### config.mk
export PLATFORM = sky130hd
export DESIGN_NAME = dma_channel_scheduler_flat
export DESIGN_NICKNAME = d
export VERILOG_FILES = /design/src/rtl/dma_channel_scheduler_if.sv /design/src/rtl/dma_channel_scheduler.sv /design/src/flat_wrapper.sv
export SDC_FILE = /design/constraint.sdc
export NUM_CORES = 1
export LEC_CHECK = 0
export CELL_PAD_IN_SITES_DETAIL_PLACEMENT = 1
export CELL_PAD_IN_SITES_GLOBAL_PLACEMENT = 1
export CORE_UTILIZATION = 50
export CTS_CLUSTER_SIZE = 40
export DETAILED_ROUTE_END_ITERATION = 7
export DONT_BUFFER_PORTS = 1
export MAX_ROUTING_LAYER = met4
export PLACE_DENSITY = 0.8
export SYNTH_ARGS = -nofsm -noshare
export SYNTH_HDL_FRONTEND = slang
export SYNTH_SLANG_ARGS = --single-unit
### constraint.sdc
create_clock -name AXI_aclk -period 5.5 [get_ports AXI_aclk]
set_clock_uncertainty 0.05 [all_clocks]
set_input_delay 0.825 -clock AXI_aclk [delete_from_list [all_inputs] [get_ports AXI_aclk]]
set_output_delay 0.825 -clock AXI_aclk [all_outputs]
set_load 0.1 [all_outputs]
### src/rtl/dma_channel_scheduler_if.sv
// Burst offer/accept handshake between the scheduler and one direction's channel FSM.
interface dma_channel_scheduler_if #(
    parameter int NUM_CH = 4
);
    localparam int CH_W = (NUM_CH > 1) ? $clog2(NUM_CH) : 1;

    logic            arbValid;
    logic [8:0]      arbBeats;
    logic [CH_W-1:0] arbChannel;
    logic            arbReady;
    logic            arbDone;

    modport master (
        output arbValid,
        output arbBeats,
        output arbChannel,
        input  arbReady,
        input  arbDone
    );

    modport slave (
        input  arbValid,
        input  arbBeats,
        input  arbChannel,
        output arbReady,
        output arbDone
    );
endinterface

### src/rtl/dma_channel_scheduler.sv
// Round-robin burst scheduler: slices per-channel beat counts into bursts of at
// most MAX_BEATS and offers them one at a time to a shared channel FSM.
//   state   | meaning
//   S_IDLE  | waiting for arbitrate with at least one active channel
//   S_PICK  | round-robin grant and burst sizing
//   S_ISSUE | burst offered, waiting for arbReady
//   S_WAIT  | burst accepted, waiting for arbDone
module dma_channel_scheduler #(
    parameter int  NUM_CH    = 4,
    parameter int  CNT_W     = 16,
    parameter int  MAX_BEATS = 256,
    localparam int CH_W      = (NUM_CH > 1) ? $clog2(NUM_CH) : 1
) (
    input  logic                    AXI_aclk,
    input  logic                    AXI_areset,
    input  logic                    load_valid,
    input  logic [CH_W-1:0]         load_ch,
    input  logic [CNT_W-1:0]        load_beats,
    input  logic                    arbitrate,
    dma_channel_scheduler_if.master arb,
    output logic                    channelDone,
    output logic [CH_W-1:0]         doneChannel,
    output logic                    transactionsDone,
    output logic                    validChannels,
    output logic [31:0]             activeChannels
);
    localparam int CH_SLOTS = 1 << CH_W;
    // Channel codes at or above NUM_CH are unreachable and must never load.
    localparam logic [CH_SLOTS-1:0] CH_EXISTS = CH_SLOTS'((64'd1 << NUM_CH) - 64'd1);

    typedef enum logic [1:0] {S_IDLE, S_PICK, S_ISSUE, S_WAIT} state_t;

    state_t              r_state;
    state_t              w_state_next;
    logic [CNT_W-1:0]    r_rem [NUM_CH];
    logic [NUM_CH-1:0]   r_active;
    logic [CH_W-1:0]     r_rr_ptr;
    logic [CH_W-1:0]     r_grant;
    logic [8:0]          r_burst;
    logic                r_channel_done;
    logic [CH_W-1:0]     r_done_ch;
    logic                r_txn_done;

    logic [CH_SLOTS-1:0] w_active_pad;
    logic                w_load_ok;
    logic [NUM_CH-1:0]   w_load_mask;
    logic                w_found;
    logic [CH_W-1:0]     w_pick;
    logic [31:0]         w_pick_rem;
    logic [8:0]          w_pick_burst;
    logic                w_burst_done;
    logic [CNT_W-1:0]    w_rem_next;
    logic                w_rem_zero;
    logic [NUM_CH-1:0]   w_active_after;

    assign w_active_pad = CH_SLOTS'(r_active);
    assign w_load_ok    = load_valid && (load_beats != '0) && CH_EXISTS[load_ch] && !w_active_pad[load_ch];

    always_comb begin
        w_load_mask = '0;
        for (int i = 0; i < NUM_CH; i++) begin
            w_load_mask[i] = w_load_ok && (int'(load_ch) == i);
        end
    end

    always_comb begin
        w_found = 1'b0;
        w_pick  = '0;
        for (int k = 1; k <= NUM_CH; k++) begin
            if (!w_found && r_active[(int'(r_rr_ptr) + k) % NUM_CH]) begin
                w_found = 1'b1;
                w_pick  = CH_W'((int'(r_rr_ptr) + k) % NUM_CH);
            end
        end
    end

    always_comb begin
        w_pick_rem = 32'(r_rem[w_pick]);
        if (w_pick_rem > 32'(MAX_BEATS)) begin
            w_pick_burst = 9'(MAX_BEATS);
        end else begin
            w_pick_burst = 9'(w_pick_rem);
        end
    end

    assign w_burst_done = (r_state == S_WAIT) && arb.arbDone;
    assign w_rem_next   = r_rem[r_grant] - CNT_W'(r_burst);
    assign w_rem_zero   = (w_rem_next == '0);

    // Same-cycle loads count as still active when deciding PICK versus IDLE.
    always_comb begin
        w_active_after = r_active | w_load_mask;
        if (w_rem_zero) begin
            w_active_after[r_grant] = 1'b0;
        end
    end

    always_comb begin
        w_state_next = r_state;
        case (r_state)
            S_IDLE:  if (arbitrate && validChannels) w_state_next = S_PICK;
            S_PICK:  w_state_next = w_found ? S_ISSUE : S_IDLE;
            S_ISSUE: if (arb.arbReady) w_state_next = S_WAIT;
            S_WAIT:  if (arb.arbDone) w_state_next = (|w_active_after) ? S_PICK : S_IDLE;
            default: w_state_next = S_IDLE;
        endcase
    end

    always_ff @(posedge AXI_aclk) begin
        if (AXI_areset) begin
            r_state <= S_IDLE;
        end else begin
            r_state <= w_state_next;
        end
    end

    always_ff @(posedge AXI_aclk) begin
        if (AXI_areset) begin
            for (int i = 0; i < NUM_CH; i++) begin
                r_rem[i] <= '0;
            end
            r_active       <= '0;
            r_rr_ptr       <= CH_W'(NUM_CH - 1);
            r_grant        <= '0;
            r_burst        <= '0;
            r_channel_done <= 1'b0;
            r_done_ch      <= '0;
            r_txn_done     <= 1'b0;
        end else begin
            r_channel_done <= 1'b0;
            r_txn_done     <= 1'b0;
            r_active       <= w_burst_done ? w_active_after : (r_active | w_load_mask);
            if (w_load_ok) begin
                r_rem[load_ch] <= load_beats;
            end
            if ((r_state == S_PICK) && w_found) begin
                r_grant <= w_pick;
                r_burst <= w_pick_burst;
            end
            if (w_burst_done) begin
                r_rem[r_grant] <= w_rem_next;
                r_rr_ptr       <= r_grant;
                if (w_rem_zero) begin
                    r_channel_done <= 1'b1;
                    r_done_ch      <= r_grant;
                    r_txn_done     <= ~|w_active_after;
                end
            end
        end
    end

    assign arb.arbValid    = (r_state == S_ISSUE);
    assign arb.arbBeats    = (r_state == S_ISSUE) ? r_burst : '0;
    assign arb.arbChannel  = (r_state == S_ISSUE) ? r_grant : '0;
    assign channelDone      = r_channel_done;
    assign doneChannel      = r_done_ch;
    assign transactionsDone = r_txn_done;
    assign validChannels    = |r_active;
    assign activeChannels   = 32'(r_active);
endmodule

### src/flat_wrapper.sv
// flat-port wrapper written by rule: the top's interface ports become plain ports
module dma_channel_scheduler_flat 
#(
    parameter int  NUM_CH    = 4,
    parameter int  CNT_W     = 16,
    parameter int  MAX_BEATS = 256,
    localparam int CH_W      = (NUM_CH > 1) ? $clog2(NUM_CH) : 1
)
  (AXI_aclk, AXI_areset, load_valid, load_ch, load_beats, arbitrate, channelDone, doneChannel, transactionsDone, validChannels, activeChannels, arb_arbValid, arb_arbBeats, arb_arbChannel, arb_arbReady, arb_arbDone);
  dma_channel_scheduler_if #(.NUM_CH(NUM_CH)) arb_i ();
  input  logic AXI_aclk;
  input  logic AXI_areset;
  input  logic load_valid;
  input  logic [CH_W-1:0] load_ch;
  input  logic [CNT_W-1:0] load_beats;
  input  logic arbitrate;
  output logic channelDone;
  output logic [CH_W-1:0] doneChannel;
  output logic transactionsDone;
  output logic validChannels;
  output logic [31:0] activeChannels;
  output wire logic [$bits(arb_i.arbValid)-1:0] arb_arbValid;
  output wire logic [$bits(arb_i.arbBeats)-1:0] arb_arbBeats;
  output wire logic [$bits(arb_i.arbChannel)-1:0] arb_arbChannel;
  input wire logic [$bits(arb_i.arbReady)-1:0] arb_arbReady;
  input wire logic [$bits(arb_i.arbDone)-1:0] arb_arbDone;
  assign arb_arbValid = arb_i.arbValid;
  assign arb_arbBeats = arb_i.arbBeats;
  assign arb_arbChannel = arb_i.arbChannel;
  assign arb_i.arbReady = arb_arbReady;
  assign arb_i.arbDone = arb_arbDone;
  dma_channel_scheduler #(.NUM_CH(NUM_CH), .CNT_W(CNT_W), .MAX_BEATS(MAX_BEATS)) u_core (.AXI_aclk(AXI_aclk), .AXI_areset(AXI_areset), .load_valid(load_valid), .load_ch(load_ch), .load_beats(load_beats), .arbitrate(arbitrate), .arb(arb_i), .channelDone(channelDone), .doneChannel(doneChannel), .transactionsDone(transactionsDone), .validChannels(validChannels), .activeChannels(activeChannels));
endmodule
# After elaboration in Yosys (flattened, before gate mapping)
# Memory sizes are Yosys's and may differ from the RTL's. A register that Yosys moved wholly into a read port is not among the register bits.
# Index checks and enable logic that the tools add are counted.
[op_classes]
n_mux = 54
magnitude_cmp = 8
n_eq_ne = 9
reduce_logical = 35
n_bitwise = 9
add_sub_neg = 5
[op_table]
columns = ["op", "n"]
rows = [
  ["two-way mux 16 bit", 2],
  ["OR reduction 16 bit", 2],
  ["two-way mux 1 bit", 27],
  ["two-way mux 2 bit", 13],
  ["two-way mux 9 bit", 2],
  ["greater-than comparator 16 x 9 -> 1 bit (second input constant)", 1],
  ["logical NOT 16 bit", 1],
  ["less-than comparator 3 x 4 -> 1 bit (second input constant)", 4],
  ["nonzero test 16 bit", 1],
  ["subtractor 16 x 9 -> 16 bit", 1],
  ["logical AND 1 bit", 14],
  ["binary-select mux 1 bit (select 2 bit)", 6],
  ["OR reduction 2 bit", 5],
  ["== test 2 bit (second input constant)", 4],
  ["two-way mux 4 bit", 2],
  ["one-hot mux 2 bit (4 select lines)", 1],
  ["OR reduction 4 bit", 2],
  ["less-than comparator 2 x 3 -> 1 bit (second input constant)", 2],
  ["logical NOT 1 bit", 5],
  ["adder 2 x 1 -> 2 bit (second input constant)", 2],
  ["adder 2 bit (second input constant)", 2],
  ["AND 1 bit (first input constant)", 4],
  ["AND 4 bit", 1],
  ["== test 2 x 1 -> 1 bit (second input constant)", 2],
  ["11 further kinds", 14],
]
[word_totals]
in_bits = 24
memories = 1
reg_bits = 23
mem_bits_rw = 64
word_cells = 129
output_inout_bits = 49
[memory_table]
columns = ["name", "words", "word_bits", "read_ports", "rd_clocked_by_memory_dff", "write_ports", "line_no", "source"]
rows = [
  ["u_core.r_rem", 4, 16, 2, 1, 4, "dma_channel_scheduler.sv:35", "logic [CNT_W-1:0] r_rem [NUM_CH];"],
]

# Depth between registers and ports, before layout
[logic_depth]
depth_word = 19
depth_mapped = 14
depth_no_buf = 12

# Least setup slack after synthesis
# OpenSTA, ideal clock, no wires.
[synth_timing]
kind = "register to register"
from = "register (tool-made name)"
to = "register u_core.r_done_ch[0] (netlist: u_core.doneChannel[0])"
path_stages_with_launch = 15
period_less_slack_ns = 3.848
required_ns = 5.380
path_slack_ns = 1.652
n_path_buf = 2
setup_ns = 0.070
arrival_time_ns = 3.727
path_cell_list = "dfxtp_1 > clkbuf_1 > clkbuf_1 > mux4_2 > inv_1 > ha_1 > fa_1 > nand2b_1 > a211oi_1 > o211ai_1 > a21o_1 > or3b_1 > a21o_1 > or4b_1 > a21oi_1"
[synth_rtl]
columns = ["element", "line_no", "source"]
rows = [
  ["end signal, assigned", "dma_channel_scheduler.sv:145", "r_done_ch <= r_grant;"],
  ["end, declared", "dma_channel_scheduler.sv:41", "logic [CH_W-1:0] r_done_ch;"],
]

==> reports/qor.txt <==
Row count = 38
Period Utilization, post-route = 79.3%
Top-area cell type share of the netlist area = 34.6%
Layout cells sized above 1 = 11.0%
Slew Limit Headroom = 26.6%
First-pass GRT wire length = 26.8 mm
Synth area leader = edfxtp_1
Mapped Cells = 548
Total clock sinks = 89
R2R Setup Slk = 1.14 ns
Final Hold Viols = 0
Area of the multi-input gates = 2840 sq um
NumNets Final = 573
Yosys warns = 0
Remaining Overflow, GRT = 0
Req. time, crit path = 5.71 ns
Post_cts resized = 0
Post-DR vias/cell = 6.82
Min cycle time layout = 4.36 ns
Count leader, synth = edfxtp_1
Number of global-route vias before repair = 4825
Register-to-Register Path Depth = 11
CORE AREA = 10800 sq um
Routed wire length = 17.6 mm
Hold Path Class = flop to flop
Synth Flop Type = edfxtp_1
Post-synthesis sequential area ratio = 43.6%
Worst-Skew Late Latency = 0.40 ns
Kind of critical path = flop to flop
Setup ws final = 1.14 ns
EDFF count, synth = 64
Post-CTS Hold Buffers = 0
DRC viols = 0
Asr flop ratio synth = 0%
Hold depth = 2
Ant. Diodes = 0
Netlist cell types = 61
Mux share of post-synthesis cell area = 10.1%
Longest Clk Path Bufs = 2
IO buf count = 0
Final Max Tran Viols = 0
Cell leakage power = 0.00200 uW
Dpl hpwl = 12.6 mm
PD cells = 271 nW/um^2
Root Driver = clkbuf_8
WHS Endpoint = u_core.r_burst[2]
CTS H-tree lvls = 3
Max Clk Rate = 0.229 GHz
Chip height = 107 microns
TritonRoute pass-1 iters = 5
Crit end category = flop
Worst slew pin tran = 1.10 ns
Largest net degree at the start of global routing = 33
Worst slack, placed = 1.15 ns
GRT Util Overall = 33.0%
Worst r2r dst = u_core.r_active[3]
Post-CTS Setup Bufs = 0
Area occupied by registers = 2420 sq um
CP startpoint kind = flop
Chip width = 107 microns
Avg WL per Cell = 25.7 microns
Peak VDD IR = 170 uV
RSZ-0062 raised after global routing = false
Area share of fa/ha/maj cells after synthesis = 2.38%
Die Area = 11500 sq um
Area Growth Syn to Fin = 3.64%
Number of synthesized register bits = 89
Drt first-iter violations = 355
Worst EP arrival = 4.57 ns
Initial antenna violation count = 0
Total negative slack = 0 ns
Total CTS buffers = 9
Initial Util = 51.3%
Filler cell count = 1208
CP max FO = 9
CTS tree = yes
Worst Hold Launch = u_core.r_burst[2]
XOR/XNOR Fraction of Synth Area = 1.89%
Mean Syn Cell Area = 10.1 sq um
Post-synthesis compound-gate area fraction = 17.8%
IO Pins = 73
Routed Antenna Nets = 0
Via count = 4667
GPL Wtd Cong = 0.937
Mapped Area = 5560 sq um
Max_cap viols = 0
Worst-path clk slew = 0.09 ns
Post-Synth Simple-Gate Area = 16.6%
Most frequent cells after synthesis = edfxtp_1 (64), nand2_1 (61), o22ai_1 (32), clkbuf_1 (30), buf_4 (28)
Largest family of logic cells by synthesized area = compound AO/OA/AOI/OAI gates
# setup viols final = 0
Top cells by area, synth = edfxtp_1 (35%), dfxtp_1 (9.0%), mux4_2 (6.9%)
Status = finished clean
## final cells by class
type	instances	area share, %
multi-input combinational	405	49.2
sequential	89	42.0
tap	140	3.04
clock buffer	11	2.28
timing repair buffer	13	1.69
inverter	21	1.37
clock inverter	5	0.391
## flip-flops by register name, indices dropped and copies added, names as in the netlist, named ones only
register	flops
u_core.r_active	4
u_core.channelDone	1
u_core.r_burst	9
u_core.r_grant	2
u_core.r_rr_ptr	2
u_core.r_state	1
u_core.transactionsDone	1
u_core.r_rem	64
u_core.doneChannel	2
## cell families (layout without fill, tap and decap cells)
| group | count (synthesis) | in the layout |
|---|---|---|
| other cells | 1 | 28 |
| xor+xnor | 12 | 12 |
| compound gates | 141 | 141 |
| fa+ha+maj | 10 | 10 |
| buf+inv | 81 | 50 |
| simple gates | 180 | 180 |
| mux | 34 | 34 |
| flops | 89 | 89 |
## critical path: stages, from the launching register on
cell and delay, ns:
dfxtp_1 0.73, buf_4 0.33, mux4_2 0.52, ha_1 0.41, and2_1 0.21, a221o_1 0.31, or2_4 0.26, o21ai_1 0.13
or3b_1 0.35, a21o_1 0.26, nor4_2 0.50, a31oi_1 0.15
## layer usage
metal	vias to the layer above	share of wire (%)	wire, microns	global-route usage (%)
li1	2044	-	-	-
met1	2350	39	6900	39.7
met5	-	0	0	-
met4	0	4.1	729	15.7
met3	51	7.5	1320	6.48
met2	222	49	8650	53.4
## through the flow
step	instances	power [uW]	hold WS [ns]	utilization, %	instance area, sq um
final	684	1560	0.416	53.2	5760
after global routing	684	1610	0.441	53.2	5760
after CTS	684	1550	0.421	53.2	5760
after detailed placement	668	1170	0.410	51.8	5610
after global placement	668	1160	0.400	51.8	5610
after floorplan	575	1100	0.395	-	5660
## power by group
group / internal, uW / switching [uW] / total, uW
Combinational: 98.1 / 291 / 389
Clock: 159 / 240 / 399
Sequential: 750 / 22.1 / 772
## worst max-delay path by stage
stage                             to  cells past startpoint
2_1_floorplan  u_core.doneChannel[0]                     14
3_3_place_gp      u_core.r_active[3]                     11
3_5_place_dp      u_core.r_active[3]                     11
4_1_cts           u_core.r_active[3]                     11
5_1_grt           u_core.r_active[1]                     11
6_report          u_core.r_active[3]                     11
## cells in the final DEF (no fill, tap or decap), types with 7 or more instances in the layout
cell       Yosys  final
edfxtp_1      64     64
nand2_1       61     61
o22ai_1       32     32
conb_1         1     28
nand3_1       26     26
dfxtp_1       25     25
a21oi_1       22     22
inv_1         21     21
nor2_1        18     18
a32o_1        18     18
mux4_2        17     17
o21ai_0       17     17
nor4_1        16     16
and2_1        15     15
buf_4         28     13
nor3_1        13     12
o2111ai_1     10     10
mux2i_1        9      9
ha_1           9      9
clkbuf_8       0      9
mux2_2         8      8
o211ai_1       7      7
xnor2_1        7      7
Power figures use the tool's default switching activity.
